==> src/rtl/i2s_dac_tx_pkg.sv <==
// Shared constants and helpers for the audio output path.
// utils carries clogb2 for counter sizing; synth_pkg carries the audio sample type and I2S frame geometry.
package utils;
    function automatic int clogb2(input int value);
        int r;
        r = 0;
        for (int i = 0; i < 31; i++) begin
            if ((1 << r) < value) r = r + 1;
        end
        return r;
    endfunction
endpackage

package synth_pkg;
    localparam int AUDIO_DATA_W   = 24;
    localparam int I2S_SLOT_W     = 32;
    localparam int I2S_BCK_DIV    = 3;
    localparam int I2S_FRAME_BITS = 2 * I2S_SLOT_W;

    typedef logic signed [AUDIO_DATA_W-1:0] audio_sample_t;
endpackage

==> src/rtl/i2s_dac_tx_if.sv <==
// Stereo sample hand-off from the synth engine to the I2S transmitter.
// A pair moves on a rising edge where sample_valid is high and either sample_ready was high
// or that edge starts a frame (the cycle after it shows frame_tick); the source holds data stable until then.
interface i2s_dac_tx_if #(
    parameter int DATA_W = synth_pkg::AUDIO_DATA_W
);
    logic [DATA_W-1:0] sample_l;
    logic [DATA_W-1:0] sample_r;
    logic              sample_valid;
    logic              sample_ready;

    modport master (
        output sample_l,
        output sample_r,
        output sample_valid,
        input  sample_ready
    );

    modport slave (
        input  sample_l,
        input  sample_r,
        input  sample_valid,
        output sample_ready
    );
endinterface

==> src/rtl/i2s_dac_tx_clkgen.sv <==
// Bit/word clock generator: divides AUDIO_CLK into BCK, tracks the frame bit position and LRCK.
// I2S_LEFT_JUSTIFIED_EN inverts LRCK polarity (1 = left) and its reset value.
module i2s_clkgen
    import synth_pkg::*;
#(
    parameter int SLOT_W  = I2S_SLOT_W,
    parameter int BCK_DIV = I2S_BCK_DIV,
    parameter int BIT_W   = utils::clogb2(2 * I2S_SLOT_W)
) (
    input  logic             clk,
    input  logic             rst,
    output logic             bck,
    output logic             lrck,
    output logic             bck_fall,
    output logic             frame_start,
    output logic             slot_right,
    output logic [BIT_W-1:0] slot_pos
);
    localparam int DIV_W = (BCK_DIV > 1) ? utils::clogb2(BCK_DIV) : 1;
    localparam logic [DIV_W-1:0] DIV_LAST = DIV_W'(BCK_DIV - 1);
    localparam logic [BIT_W-1:0] BIT_LAST = BIT_W'(2 * SLOT_W - 1);
    localparam logic [BIT_W-1:0] SLOT     = BIT_W'(SLOT_W);
`ifdef I2S_LEFT_JUSTIFIED_EN
    localparam logic LRCK_RST = 1'b0;
`else
    localparam logic LRCK_RST = 1'b1;
`endif

    logic [DIV_W-1:0] div_cnt_q, div_cnt_d;
    logic [BIT_W-1:0] bit_cnt_q, bit_cnt_d;
    logic             bck_q, bck_d;
    logic             lrck_q, lrck_d;
    logic             div_tc;

    always_comb begin
        div_tc    = (div_cnt_q == DIV_LAST);
        div_cnt_d = div_tc ? '0 : div_cnt_q + 1'b1;
        bck_d     = div_tc ? ~bck_q : bck_q;
        bck_fall  = div_tc && bck_q;
        bit_cnt_d = bit_cnt_q;
        lrck_d    = lrck_q;
        if (bck_fall) begin
            bit_cnt_d = (bit_cnt_q == BIT_LAST) ? '0 : bit_cnt_q + 1'b1;
        end
        // Position fields describe the bit that goes out after this falling edge.
        slot_right  = (bit_cnt_d >= SLOT);
        slot_pos    = slot_right ? bit_cnt_d - SLOT : bit_cnt_d;
        frame_start = bck_fall && (bit_cnt_d == '0);
        if (bck_fall) begin
`ifdef I2S_LEFT_JUSTIFIED_EN
            lrck_d = ~slot_right;
`else
            lrck_d = slot_right;
`endif
        end
    end

    always_ff @(posedge clk) begin
        if (rst) begin
            div_cnt_q <= '0;
            bit_cnt_q <= BIT_LAST;
            bck_q     <= 1'b0;
            lrck_q    <= LRCK_RST;
        end else begin
            div_cnt_q <= div_cnt_d;
            bit_cnt_q <= bit_cnt_d;
            bck_q     <= bck_d;
            lrck_q    <= lrck_d;
        end
    end

    assign bck  = bck_q;
    assign lrck = lrck_q;
endmodule

==> src/rtl/i2s_dac_tx.sv <==
// I2S DAC transmitter: one-deep hold register, per-frame shifters, underrun and frame-tick flags.
// I2S_LEFT_JUSTIFIED_EN selects left-justified framing (MSB in slot bit 0) instead of standard I2S.
module i2s_dac_tx
    import synth_pkg::*;
#(
    parameter int DATA_W  = AUDIO_DATA_W,
    parameter int SLOT_W  = I2S_SLOT_W,
    parameter int BCK_DIV = I2S_BCK_DIV
) (
    input  logic        AUDIO_CLK,
    input  logic        iRST,
    i2s_dac_tx_if.slave smp,
    output logic        frame_tick,
    output logic        underrun,
    output logic        AUD_BCK,
    output logic        AUD_LRCK,
    output logic        AUD_DATA
);
    localparam int BIT_W = utils::clogb2(2 * SLOT_W);
    localparam logic [DATA_W-1:0] MSB_ONE = {1'b1, {(DATA_W-1){1'b0}}};

    logic             bck_fall, frame_start, slot_right;
    logic [BIT_W-1:0] slot_pos;

    logic [DATA_W-1:0] hold_l_q, hold_l_d, hold_r_q, hold_r_d;
    logic [DATA_W-1:0] shift_l_q, shift_l_d, shift_r_q, shift_r_d;
    logic              hold_full_q, hold_full_d;
    logic              ready_q, ready_d;
    logic              data_q, data_d;
    logic              tick_q, tick_d;
    logic              underrun_q, underrun_d;
    logic              accept;
    logic [DATA_W-1:0] word, mask;
    int                pos;

    i2s_clkgen #(
        .SLOT_W (SLOT_W),
        .BCK_DIV(BCK_DIV),
        .BIT_W  (BIT_W)
    ) u_clkgen (
        .clk        (AUDIO_CLK),
        .rst        (iRST),
        .bck        (AUD_BCK),
        .lrck       (AUD_LRCK),
        .bck_fall   (bck_fall),
        .frame_start(frame_start),
        .slot_right (slot_right),
        .slot_pos   (slot_pos)
    );

    always_comb begin
        hold_l_d    = hold_l_q;
        hold_r_d    = hold_r_q;
        hold_full_d = hold_full_q;
        shift_l_d   = shift_l_q;
        shift_r_d   = shift_r_q;
        data_d      = data_q;
        tick_d      = 1'b0;
        underrun_d  = 1'b0;
        word        = '0;
        mask        = '0;
        pos         = int'(slot_pos);

        // A frame start frees the hold register, so a waiting pair is taken on the same edge.
        accept = smp.sample_valid && (ready_q || frame_start);

        if (frame_start) begin
            tick_d      = 1'b1;
            hold_full_d = 1'b0;
            if (hold_full_q) begin
                shift_l_d = hold_l_q;
                shift_r_d = hold_r_q;
            end else begin
                shift_l_d  = '0;
                shift_r_d  = '0;
                underrun_d = 1'b1;
            end
        end
        if (accept) begin
            hold_l_d    = smp.sample_l;
            hold_r_d    = smp.sample_r;
            hold_full_d = 1'b1;
        end
        ready_d = ~hold_full_d;

        if (bck_fall) begin
            word = slot_right ? shift_r_d : shift_l_d;
`ifdef I2S_LEFT_JUSTIFIED_EN
            mask   = MSB_ONE >> pos;
            data_d = (pos < DATA_W) ? |(word & mask) : 1'b0;
`else
            mask   = MSB_ONE >> (pos - 1);
            data_d = (pos >= 1 && pos <= DATA_W) ? |(word & mask) : 1'b0;
`endif
        end
    end

    always_ff @(posedge AUDIO_CLK) begin
        if (iRST) begin
            hold_l_q    <= '0;
            hold_r_q    <= '0;
            hold_full_q <= 1'b0;
            ready_q     <= 1'b1;
            shift_l_q   <= '0;
            shift_r_q   <= '0;
            data_q      <= 1'b0;
            tick_q      <= 1'b0;
            underrun_q  <= 1'b0;
        end else begin
            hold_l_q    <= hold_l_d;
            hold_r_q    <= hold_r_d;
            hold_full_q <= hold_full_d;
            ready_q     <= ready_d;
            shift_l_q   <= shift_l_d;
            shift_r_q   <= shift_r_d;
            data_q      <= data_d;
            tick_q      <= tick_d;
            underrun_q  <= underrun_d;
        end
    end

    assign smp.sample_ready = ready_q;
    assign frame_tick       = tick_q;
    assign underrun         = underrun_q;
    assign AUD_DATA         = data_q;
endmodule

==> src/flat_wrapper.sv <==
// flat-port wrapper written by rule: the top's interface ports become plain ports
module i2s_dac_tx_flat import synth_pkg::*;
#(
    parameter int DATA_W  = AUDIO_DATA_W,
    parameter int SLOT_W  = I2S_SLOT_W,
    parameter int BCK_DIV = I2S_BCK_DIV
)
  (AUDIO_CLK, iRST, frame_tick, underrun, AUD_BCK, AUD_LRCK, AUD_DATA, smp_sample_l, smp_sample_r, smp_sample_valid, smp_sample_ready);
  i2s_dac_tx_if #(.DATA_W(DATA_W)) smp_i ();
  input  logic AUDIO_CLK;
  input  logic iRST;
  output logic frame_tick;
  output logic underrun;
  output logic AUD_BCK;
  output logic AUD_LRCK;
  output logic AUD_DATA;
  input wire logic [$bits(smp_i.sample_l)-1:0] smp_sample_l;
  input wire logic [$bits(smp_i.sample_r)-1:0] smp_sample_r;
  input wire logic [$bits(smp_i.sample_valid)-1:0] smp_sample_valid;
  output wire logic [$bits(smp_i.sample_ready)-1:0] smp_sample_ready;
  assign smp_i.sample_l = smp_sample_l;
  assign smp_i.sample_r = smp_sample_r;
  assign smp_i.sample_valid = smp_sample_valid;
  assign smp_sample_ready = smp_i.sample_ready;
  i2s_dac_tx #(.DATA_W(DATA_W), .SLOT_W(SLOT_W), .BCK_DIV(BCK_DIV)) u_core (.AUDIO_CLK(AUDIO_CLK), .iRST(iRST), .smp(smp_i), .frame_tick(frame_tick), .underrun(underrun), .AUD_BCK(AUD_BCK), .AUD_LRCK(AUD_LRCK), .AUD_DATA(AUD_DATA));
endmodule
==> config.mk <==
export PLATFORM = sky130hd
export DESIGN_NAME = i2s_dac_tx_flat
export DESIGN_NICKNAME = d
export VERILOG_FILES = /design/src/rtl/i2s_dac_tx_pkg.sv /design/src/rtl/i2s_dac_tx_if.sv /design/src/rtl/i2s_dac_tx_clkgen.sv /design/src/rtl/i2s_dac_tx.sv /design/src/flat_wrapper.sv
export SDC_FILE = /design/constraint.sdc
export NUM_CORES = 1
export LEC_CHECK = 0
export BUFFER_PORTS_ARGS = -buffer_cell sky130_fd_sc_hd__buf_2
export CAP_MARGIN = 10
export CORE_UTILIZATION = 63
export CTS_CLUSTER_DIAMETER = 30
export DETAILED_ROUTE_END_ITERATION = 7
export GPL_ROUTABILITY_DRIVEN = 0
export HOLD_SLACK_MARGIN = 0.12
export PLACE_DENSITY = 0.95
export SYNTH_ARGS = -nofsm -noshare
export SYNTH_HDL_FRONTEND = slang
export SYNTH_SLANG_ARGS = --single-unit
==> constraint.sdc <==
create_clock -name AUDIO_CLK -period 6 [get_ports AUDIO_CLK]
set_input_delay 0 -clock AUDIO_CLK [delete_from_list [all_inputs] [get_ports AUDIO_CLK]]
set_output_delay 0 -clock AUDIO_CLK [all_outputs]
set_load 0.01 [all_outputs]
# After elaboration in Yosys (flattened, before gate mapping)
# Index checks and enable logic that the tools add are counted.
# totals
regBits	111
word_cells	49
out_inout_bits	6
in_bits	51
# op_classes
n_reduce_logical	9
addsub	4
shifts	1
n_lt_le_gt_ge	3
eq_ne	2
n_mux	13
n_bitwise	4
# op_table
cell	count
24-bit 2-to-1 mux	5
24-bit by 32-bit right shift with 24-bit output, first input constant	1
24-bit AND	1
24-bit OR reduction	1
6-bit 2-to-1 mux	3
6-bit by 1-bit subtractor with 7-bit output, second input constant	1
6-bit by 1-bit adder with 6-bit output, second input constant	1
6-bit equality test, second input constant	1
6-bit by 1-bit greater-or-equal comparator with 1-bit output, second input constant	1
6-bit greater-or-equal comparator, second input constant	1
6-bit by 5-bit less-or-equal comparator with 1-bit output, second input constant	1
6-bit logical NOT	1
6-bit subtractor, second input constant	1
1-bit 2-to-1 mux	5
1-bit logical AND	4
2-bit OR reduction	2
1-bit inverter	3
2-bit by 1-bit adder with 2-bit output, second input constant	1
2-bit equality test, second input constant	1
1-bit logical OR	1

# Logic depth before layout (Yosys ltp)
# Gate-level depths: netlist (run 1).
# depth
ltp_word	10
depth_mapped	17
mapped_depth_nobuf	16

# By module
# Synthesis (run 1) repeated with hierarchy kept, for this count alone.
# hier_totals
hier_cells	596
hier_area_um2	4912.2
# modules_own_cells
module	cells_per_inst	area_per_inst_um2	n_inst	seq_area_each_um2
i2s_dac_tx	530	4320.4	1	2021.9
i2s_clkgen	66	591.8	1	200.2

# Worst setup path after synthesis (run 1)
# No wires, ideal clock.
# synth_path
path_type	flip-flop to flip-flop
from	register u_core.u_clkgen.div_cnt_q[0]
to	register u_core.data_q, in the netlist u_core.AUD_DATA
arrival_time_ps	3292
period_less_slack_ps	3428
slack_ps	2572
n_path_buf	1
setup_time_ps	136
t_required_ps	5864
path_stages_with_launch	18
path_cell_list	dfxtp_1 > inv_1 > ha_1 > buf_2 > nand2_1 > xor2_1 > nor2_1 > inv_1 > ha_1 > and2_1 > a21oi_1 > o32ai_1 > nand3b_1 > o22ai_1 > a22o_1 > or4_1 > o311ai_1 > o211ai_1
# synth_via
elab_chain_len	10
word_cells_on_any_way	19
cone_classes	2 x add/sub; 3 x order compare; 1 x eq/ne; 1 x shift; 6 x mux; 1 x bitwise; 5 x reduce/logical
# synth_rtl
item	line	rtl
start: declaration	i2s_dac_tx_clkgen.sv:29	logic [DIV_W-1:0] div_cnt_q, div_cnt_d;
start signal: assignment	i2s_dac_tx_clkgen.sv:65	div_cnt_q <= div_cnt_d;
2-bit equality test (*)	i2s_dac_tx_clkgen.sv:36	div_tc = (div_cnt_q == DIV_LAST);
1-bit logical AND (*)	i2s_dac_tx_clkgen.sv:39	bck_fall = div_tc && bck_q;
6-bit 2-to-1 mux (*)	i2s_dac_tx_clkgen.sv:42	if (bck_fall) begin
6-bit subtractor or 6-bit greater-or-equal comparator (tied branches)	i2s_dac_tx_clkgen.sv:47, i2s_dac_tx_clkgen.sv:46	
6-bit 2-to-1 mux (*)	i2s_dac_tx_clkgen.sv:47	slot_pos = slot_right ? bit_cnt_d - SLOT : bit_cnt_d;
net u_core.slot_pos[0]	i2s_dac_tx.sv:23	logic [BIT_W-1:0] slot_pos;
6-bit by 1-bit subtractor with 7-bit output	i2s_dac_tx.sv:92	mask = MSB_ONE >> (pos - 1);
24-bit by 32-bit right shift with 24-bit output	i2s_dac_tx.sv:92	
24-bit AND	i2s_dac_tx.sv:93	data_d = (pos >= 1 && pos <= DATA_W) ? |(word & mask) : 1'b0;
24-bit OR reduction	i2s_dac_tx.sv:93	
1-bit 2-to-1 mux (*)	i2s_dac_tx.sv:93	
end signal: assignment	i2s_dac_tx.sv:116	data_q <= data_d;
end: declaration	i2s_dac_tx.sv:29	logic data_q, data_d;
# The timed path passes the listed nets; every way through them passes the cells marked *.
# A chain may end at the register's enable or synchronous reset.

# Worst setup path after layout (run 1)
# layout_path
from	register u_core.u_clkgen.div_cnt_q[0]
to	register u_core.hold_r_q[2]
# layout_via
elab_chain_len	7
# layout_rtl
item	line	rtl
2-bit equality test (*)	i2s_dac_tx_clkgen.sv:36	
1-bit logical AND (*)	i2s_dac_tx_clkgen.sv:39	
6-bit 2-to-1 mux	i2s_dac_tx_clkgen.sv:42	
6-bit logical NOT	i2s_dac_tx_clkgen.sv:48	frame_start = bck_fall && (bit_cnt_d == '0);
1-bit logical AND (*)	i2s_dac_tx_clkgen.sv:48	
1-bit logical OR (*)	i2s_dac_tx.sv:65	accept = smp.sample_valid && (ready_q || frame_start);
1-bit logical AND (*)	i2s_dac_tx.sv:65	
end signal: assignment	i2s_dac_tx.sv:111	hold_r_q <= hold_r_d;
end: declaration	i2s_dac_tx.sv:25	logic [DATA_W-1:0] hold_l_q, hold_l_d, hold_r_q, hold_r_d;
# Every way passes the cells marked *; elsewhere a longest branch is shown, timed or not.

==> results of run 1 <==
[routing by layer]
| metal | up-vias | wire (um) |
|---|---|---|
| li1 | 2457 | - |
| met1 | 2459 | 5710 |
| met2 | 444 | 7280 |
| met3 | 116 | 1620 |
| met4 | 0 | 809 |
| met5 | - | 0 |
[per-stage QoR]
step	instance area, um^2	instances	setup slack (ns)	utilization [%]	power, mW
2_1_floorplan	5040	665	2.57	-	0.921
3_3_place_gp	5280	776	2.04	68.3	0.964
3_5_place_dp	5280	776	1.71	68.3	0.972
4_1_cts	6000	840	1.70	77.6	1.50
5_1_grt	6030	841	1.45	78.0	1.57
6_report	6030	841	1.72	78.0	1.52
[cells by family after synthesis]
group,share of synthesized area (%)
buf+inv,4.62
simple gates,27.3
fa+ha+maj,1.24
flops,44.1
mux,0.596
compound gates,20.9
xor+xnor,1.22
[flip-flops by register name, summed over array words and instances (netlist names), 2 cells and up]
| name | count |
|---|---|
| u_core.hold_l_q | 24 |
| u_core.u_clkgen.bit_cnt_q | 6 |
| u_core.shift_l_q | 24 |
| u_core.shift_r_q | 24 |
| u_core.u_clkgen.div_cnt_q | 2 |
| u_core.hold_r_q | 24 |
[timing repair]
item | in CTS | in global routing
hold buffers | 48 | 0
endpoints found under the setup margin | 0 | 0
hold endpoints to repair | 48 | 0
[worst register-to-register path: cells and delay by family (launching register included)]
family                     cells  cell delay (ns)
and+or+nand+nor                6             1.31
AOI/OAI and AO/OA              2             1.23
adders and majority gates      2             0.61
buffers and inverters          3             0.46
DFF                            1             0.33
xor gates and xnor gates       1             0.25
[cells in the final DEF (no fill, tap or decap), types with 7 or more instances in the layout]
cell type and count:
a21oi_1 107, and3_1 11, buf_2 55, clkbuf_8 10, dfxtp_1 110, dlygate4sd3_1 48, nand2_1 152, nand3_1 54
nand4_1 9, nor2_1 44, o211ai_1 8, o21ai_0 10, o22ai_1 7
[synth_stat cells, types with 5 or more instances]
cell / n
and3_1: 11
nand2b_1: 6
o21ai_0: 10
a311oi_1: 6
buf_1: 6
o211ai_1: 8
inv_1: 5
nand4_1: 9
dfxtp_1: 111
nor2_1: 45
xor2_1: 5
a211oi_1: 6
o22ai_1: 7
nand3_1: 54
nand2_1: 152
nor3_1: 5
a21oi_1: 107
ha_1: 5
clkbuf_1: 34
buf_2: 9
[final timing paths]
check,start,endpoint,slack [ns],depth (start not counted)
worst max register to register,u_core.u_clkgen.div_cnt_q[0],u_core.hold_r_q[2],1.72,14
worst min register to register,u_core.u_clkgen.div_cnt_q[0],u_core.u_clkgen.div_cnt_q[0],0.43,1
worst max-delay path,u_core.u_clkgen.div_cnt_q[0],u_core.hold_r_q[2],1.72,14
worst min-delay path,smp_sample_valid,u_core.hold_r_q[1],0.23,4
[layout make-up]
type / count / area, um^2 / area share, %
flip-flops and latches: 111 / 2220 / 36.9
inverters: 5 / 18.8 / 0.311
clock buffers: 10 / 138 / 2.28
clock inverters: 6 / 103 / 1.70
repair buffers: 109 / 821 / 13.6
well taps: 102 / 128 / 2.12
multi-input cells: 498 / 2600 / 43.1
[where the power goes]
group | internal, mW | switching, mW | total [mW]
logic | 0.0821 | 0.115 | 0.197
registers | 0.764 | 0.0382 | 0.802
clock network | 0.253 | 0.272 | 0.525
==> summary.md, run 1 <==
| Metric | Value |
|---|---|
| Routed wire length | `about 15 mm` |
| Leakage power | `around 2.2 nW` |
| First-pass GRT wire length | `24.2 mm` |
| Initial detailed-routing violation count | `between 800 and 900` |
| Yosys top cell area share | `approximately 44%` |
| Synth area leader | `dfxtp_1` |
| Failing checks | `design-rule violations` |
| FMAX | `~230 MHz` |
| Synthesis-stage register bit count | `between 100 and 150` |
| Resized cells post-CTS | `0` |
| Die height | `91.4 um` |
| Die Span X | `between 90 and 100 um` |
| Crit path max fanout | `49` |
| Startpoint Class | `flip-flop` |
| Most Crowded Layer GR | `met2` |
| Post-synthesis sequential area ratio | `between 40% and 50%` |
| Predominant post-synthesis flop cell | `dfxtp_1` |
| Hold Violations, Final | `0` |
| CP cell instances | `inv_1, ha_1, nand2_1, xor2_1, nor2_1, inv_1, ha_1, nand4_1, or3_1, nor2_2, buf_4, o21ai_4, nand2_1, a21oi_1` |
| Worst min-delay path class | `input port to flip-flop` |
| Cells after Synth | `approximately 670` |
| Delay-heaviest family, CP | `simple AND/OR/NAND/NOR gates` |
| ANT cells | `0` |
| Crit-path slowest cell | `o21ai_4` |
| Final min period | `~4.3 ns` |
| Core footprint | `between 0.007 and 0.008 mm^2` |
| Power density over the cells | `between 200 and 300 mW/mm^2` |
| Synth area leaders | `dfxtp_1, nand2_1, a21oi_1` |
| Clk root buf | `clkbuf_8` |
| Status | `complete, but fails checks` |
| Clk_lat worst skew | `between 0.3 and 0.4 ns` |
| Worst-Margin Slew | `between 1 and 1.5 ns` |
| CTS buffer count | `9` |
| Drt first pass iters | `8` |
| # Max-Cap Violations | `0` |
| Final worst path period share | `71.3%` |
| Synthesis-to-layout area growth | `19.6%` |
| Layout cells sized above 1 | `11.8%` |
| Reg clk slew, reported paths | `around 0.11 ns` |
| Number of global-route vias before repair | `between 5000 and 6000` |
| Detail Placement HPWL | `roughly 8.8 mm` |
| RSZ-0062 raised after global routing | `false` |
| # DRC | `1` |
| Num ports | `57` |
| Initial Util | `between 60% and 70%` |
| CP max stage delay | `0.96 ns` |
| Post-layout net count | `790` |
| Setup Crit Path Kind | `flip-flop to flip-flop` |
| Fillers | `around 470` |
| Mapped Area | `~0.005 mm^2` |
| Asr flop ratio synth | `0%` |
| H-Tree Depth | `3` |
| GRT overflow | `0` |
| Met2 GRT Util | `between 60% and 70%` |
| EDFF count, synth | `0` |
| WP buf/inv | `3` |
| Synthesized area per cell | `about 7.6 um^2` |
| Layout Skew | `between 0.009 and 0.01 ns` |
| Avg Vias per Cell | `around 6.5` |
| Slew margin rel. | `21.1%` |
| Worst path required time | `roughly 6.3 ns` |
| Initial antenna violation count | `0` |
| Worst Hold Margin | `0.234 ns` |
| Slew Limit Fails | `0` |
| Row cnt | `32` |
| Final Setup Violations | `0` |
| M1 GR Usage | `about 43%` |
| Die area | `between 0.008 and 0.009 mm^2` |
| CTS tree | `yes` |
| Yosys warns | `0` |
| Clock buffer depth | `2` |
| Setup bufs post-CTS | `0` |
| Clock sinks | `about 110` |
| Pin count of the biggest net entering global routing | `112` |
| Syn nets | `~700` |
| Met3 GRT Util | `under 10%` |
| Critical path arrival | `between 4 and 5 ns` |
| VDD IR max | `0.207 mV` |
| Total GRT Usage | `36.6%` |
| Routed WL per cell | `18.3 um` |
| Total number of vias | `roughly 5500` |
| Total negative setup slack | `0 ns` |
| Nature of the critical path endpoint | `flip-flop` |
| Synth unique cells | `59` |
| PortBufs | `56` |
| Routed Antenna Nets | `0` |
No activity file was read; power rests on OpenSTA's default activity.
==> inputs of run 2 (changes only) <==
--- a/config.mk
+++ b/config.mk
@@ -5,14 +5,15 @@
 export SDC_FILE = /design/constraint.sdc
 export NUM_CORES = 1
 export LEC_CHECK = 0
+export ABC_AREA = 1
 export BUFFER_PORTS_ARGS = -buffer_cell sky130_fd_sc_hd__buf_2
 export CAP_MARGIN = 10
-export CORE_UTILIZATION = 63
+export CORE_UTILIZATION = 53
 export CTS_CLUSTER_DIAMETER = 30
 export DETAILED_ROUTE_END_ITERATION = 7
 export GPL_ROUTABILITY_DRIVEN = 0
 export HOLD_SLACK_MARGIN = 0.12
-export PLACE_DENSITY = 0.95
+export PLACE_DENSITY = 0.88
 export SYNTH_ARGS = -nofsm -noshare
 export SYNTH_HDL_FRONTEND = slang
 export SYNTH_SLANG_ARGS = --single-unit
==> constraint.sdc (replaced) <==
create_clock -name AUDIO_CLK -period 3.8 [get_ports AUDIO_CLK]
set_input_delay 0 -clock AUDIO_CLK [delete_from_list [all_inputs] [get_ports AUDIO_CLK]]
set_output_delay 0 -clock AUDIO_CLK [all_outputs]
set_load 0.01 [all_outputs]
==> run 2 against run 1 <==
  * The run now ends clean
  * Maximum frequency rose by 28%
  * Critical path depth grew 2
  * Die area is 22% higher
  * Area after synthesis grew 3.2%
  * Critical path type unchanged
  * Largest cell class unchanged
  * Utilization shrank 12 points
==> summary.md, run 2 <==
| Metric | Value |
|---|---|
| Setup slack at placement | `0.600 ns (-1.11 ns)` |
| Slew margin rel. | `56.6% (+35 points)` |
| Leakage power | `2.95 nW (+33%)` |
| Pin count of the biggest net entering global routing | `53 (-53%)` |
| Syn nets | `831 (+15%)` |
| Die area | `0.0102 mm^2 (+22%)` |
| Post-synthesis sequential area ratio | `42.8% (-1.3 points)` |
| Clk_lat worst skew | `0.39 ns (about the same)` |
| Yosys warns | `0 (unchanged)` |
| Hold Violations, Final | `0 (unchanged)` |
| Synth unique cells | `34 (-42%)` |
| Clk root buf | `clkbuf_8` |
| ANT cells | `0 (unchanged)` |
| Commonest non-fill, non-tap cell in the layout | `nand2_1` |
| Worst hold path depth | `3 (-1)` |
| Post-layout net count | `915 (+16%)` |
| Fin area | `0.00619 mm^2 (+2.7%)` |
| First-pass GRT wire length | `21.5 mm (-11%)` |
| Initial antenna violation count | `0 (unchanged)` |
| GRT overflow | `0 (unchanged)` |
| Final core occ | `66.0% (-12 points)` |
| # DRC | `0 (-1)` |
| Reg2reg setup slack | `0.45 ns (-1.27 ns)` |
| Die Span X | `101 um (+10%)` |
| Cells after Synth | `775 (+17%)` |
| Layout cells sized above 1 | `12.4% (+0.61 points)` |
| Worst Hold Margin | `0.199 ns (-0.0353 ns)` |
| Final Worst Setup Slack | `0.448 ns (-1.27 ns)` |
| Drt first pass iters | `6 (-2)` |
| EDFF count, synth | `0 (unchanged)` |
| Synth area leaders | `dfxtp_1, nand2_1, nor2_1` |
| Synth area leader | `dfxtp_1` |
| Slew Limit Fails | `0 (unchanged)` |
| Synthesized area per cell | `6.70 um^2 (-11%)` |
| Detail Placement HPWL | `7.96 mm (-9.7%)` |
| Crit path max fanout | `48 (-2.0%)` |
| Cell with the most instances after synthesis | `nand2_1` |
| FMAX | `298 MHz (+28%)` |
| Total GRT Usage | `26.7% (-9.9 points)` |
| Worst path required time | `4.12 ns (-2.18 ns)` |
| Total negative setup slack | `0 ns (unchanged)` |
| CTS buffer count | `9 (unchanged)` |
| Core footprint | `0.00937 mm^2 (+21%)` |
| Total number of vias | `5202 (-5.0%)` |
| CTS tree | `yes` |
| Resized cells post-CTS | `0 (unchanged)` |
| Fillers | `771 (+63%)` |
| Num ports | `57 (unchanged)` |
| Critical path arrival | `3.68 ns (-0.90 ns)` |
| Mapped Area | `0.00520 mm^2 (+3.2%)` |
| Power density over the cells | `370 mW/mm^2 (+46%)` |
| PortBufs | `56 (unchanged)` |
| Final worst path period share | `88.2% (+17 points)` |
| Setup Crit Path Kind | `flip-flop to flip-flop` |
| Final min period | `3.35 ns (-0.926 ns)` |
| Placement Cell Area | `0.00550 mm^2 (+4.2%)` |
| Layout Skew | `0.0168 ns (+0.00695 ns)` |
| Number of global-route vias before repair | `4823 (-4.5%)` |
| Nature of the critical path endpoint | `flip-flop` |
| Yosys top cell area share | `42.8% (-1.3 points)` |
| Initial Util | `55.4% (-9.7 points)` |
| Synthesis-stage register bit count | `111 (unchanged)` |
| Routed wire length | `13.1 mm (-15%)` |
| Final Setup Violations | `0 (unchanged)` |
| VDD IR max | `0.234 mV (+13%)` |
| Row cnt | `35 (+9.4%)` |
| H-Tree Depth | `3 (unchanged)` |
| RSZ-0062 raised after global routing | `false` |
| Predominant post-synthesis flop cell | `dfxtp_1` |
| Clock sinks | `111 (unchanged)` |
| Asr flop ratio synth | `0% (unchanged)` |
| # Max-Cap Violations | `0 (unchanged)` |
| Avg Vias per Cell | `5.24 (-20%)` |
| Clock buffer depth | `2 (unchanged)` |
| Status | `completed` |
| Die height | `101 um (+10%)` |
| Routed Antenna Nets | `0 (unchanged)` |
| Startpoint Class | `flip-flop` |
| Synthesis-to-layout area growth | `19.1%` |
| Setup bufs post-CTS | `0 (unchanged)` |
| R2R depth | `16 (+2)` |
| Reg clk slew, reported paths | `0.12 ns (about the same)` |
| Worst-Margin Slew | `0.651 ns (-0.528 ns)` |
| Worst min-delay path class | `input port to flip-flop` |
| Routed WL per cell | `13.2 um (-28%)` |
| Synth top cells by count | `nand2_1, nor2_1, dfxtp_1, inv_1, o21ai_0` |
| Commonest non-fill, non-tap cells in the layout | `nand2_1, nor2_1, dfxtp_1` |
| Initial detailed-routing violation count | `417 (-50%)` |
## run 2: changes by cell type in the layout (fill, tap and decap cells not counted), moves of 7 or more
cell	delta
nor3_1	+13
o21ai_1	+7
nand2_2	+10
nand2_1	+66
o21ai_0	+43
o211ai_1	-7
nor2_1	+98
a21oi_1	-73
inv_1	+53
o22ai_1	-7
nand3_1	-22
and3_1	-11
## run 2: area by class of cell
class	instances	area (um^2)	area share, %
clock buffers	10	138	2.22
flip-flops and latches	111	2220	35.9
well taps	129	161	2.61
repair buffers	115	846	13.7
inverters	63	239	3.86
clock inverters	6	61.3	0.991
multi-input cells	559	2520	40.7
## run 2: worst paths after layout
| check | startpoint | endpoint |
|---|---|---|
| worst max-delay path | u_core.u_clkgen.div_cnt_q[0] | u_core.hold_l_q[18] |
| worst min-delay path | iRST | u_core.shift_l_q[11] |
| worst max register to register | u_core.u_clkgen.div_cnt_q[0] | u_core.hold_l_q[18] |
| worst min register to register | u_core.u_clkgen.div_cnt_q[0] | u_core.u_clkgen.div_cnt_q[0] |
## run 2: where the power goes
| group | total [mW] | switching (mW) | internal (mW) |
|---|---|---|---|
| clock network | 0.702 | 0.430 | 0.273 |
| registers | 1.25 | 0.0361 | 1.22 |
| logic | 0.337 | 0.212 | 0.125 |
## run 2: cell families after synthesis
| group | after synthesis | share of synthesized area [%] |
|---|---|---|
| and+or+nand+nor | 451 | 36.9 |
| DFF | 111 | 42.8 |
| buffers and inverters | 105 | 8.79 |
| AOI/OAI and AO/OA | 103 | 10.3 |
| adders and majority gates | 5 | 1.20 |
## run 2: critical path: stages, from the launching register on
cell and delay, ns:
dfxtp_1 0.32, inv_1 0.05, ha_1 0.28, nand2_4 0.15, inv_4 0.11, nor2_1 0.04
nand3b_2 0.33, ha_1 0.28, nand4_2 0.12, clkinv_1 0.17, nand4_2 0.19, inv_2 0.11
buf_4 0.22, o21ai_2 0.14, buf_4 0.39, o21ai_0 0.22, nor2_1 0.17
## run 2: routing by layer
layer | wire length (um) | global-route usage, % | part of all wire, % | up-vias
met5 | 0 | 0 | 0 | -
met4 | 449 | 13.0 | 3.4 | 0
met3 | 814 | 5.55 | 6.2 | 44
met2 | 6420 | 45.4 | 49 | 206
met1 | 5430 | 32.1 | 41 | 2333
li1 | - | - | - | 2619
## run 2: what timing repair did
| action | CTS | global route |
|---|---|---|
| hold buffers | 49 | 0 |
| hold endpoints to repair | 50 | 0 |
| setup endpoints to repair | 0 | 0 |
## run 2: stage by stage
step                      total power [mW]  std cells
after floorplan                       1.49        775
after global placement                1.55        928
after detailed placement              1.56        928
after CTS                             2.28        993
after global routing                  2.39        993
final                                 2.29        993
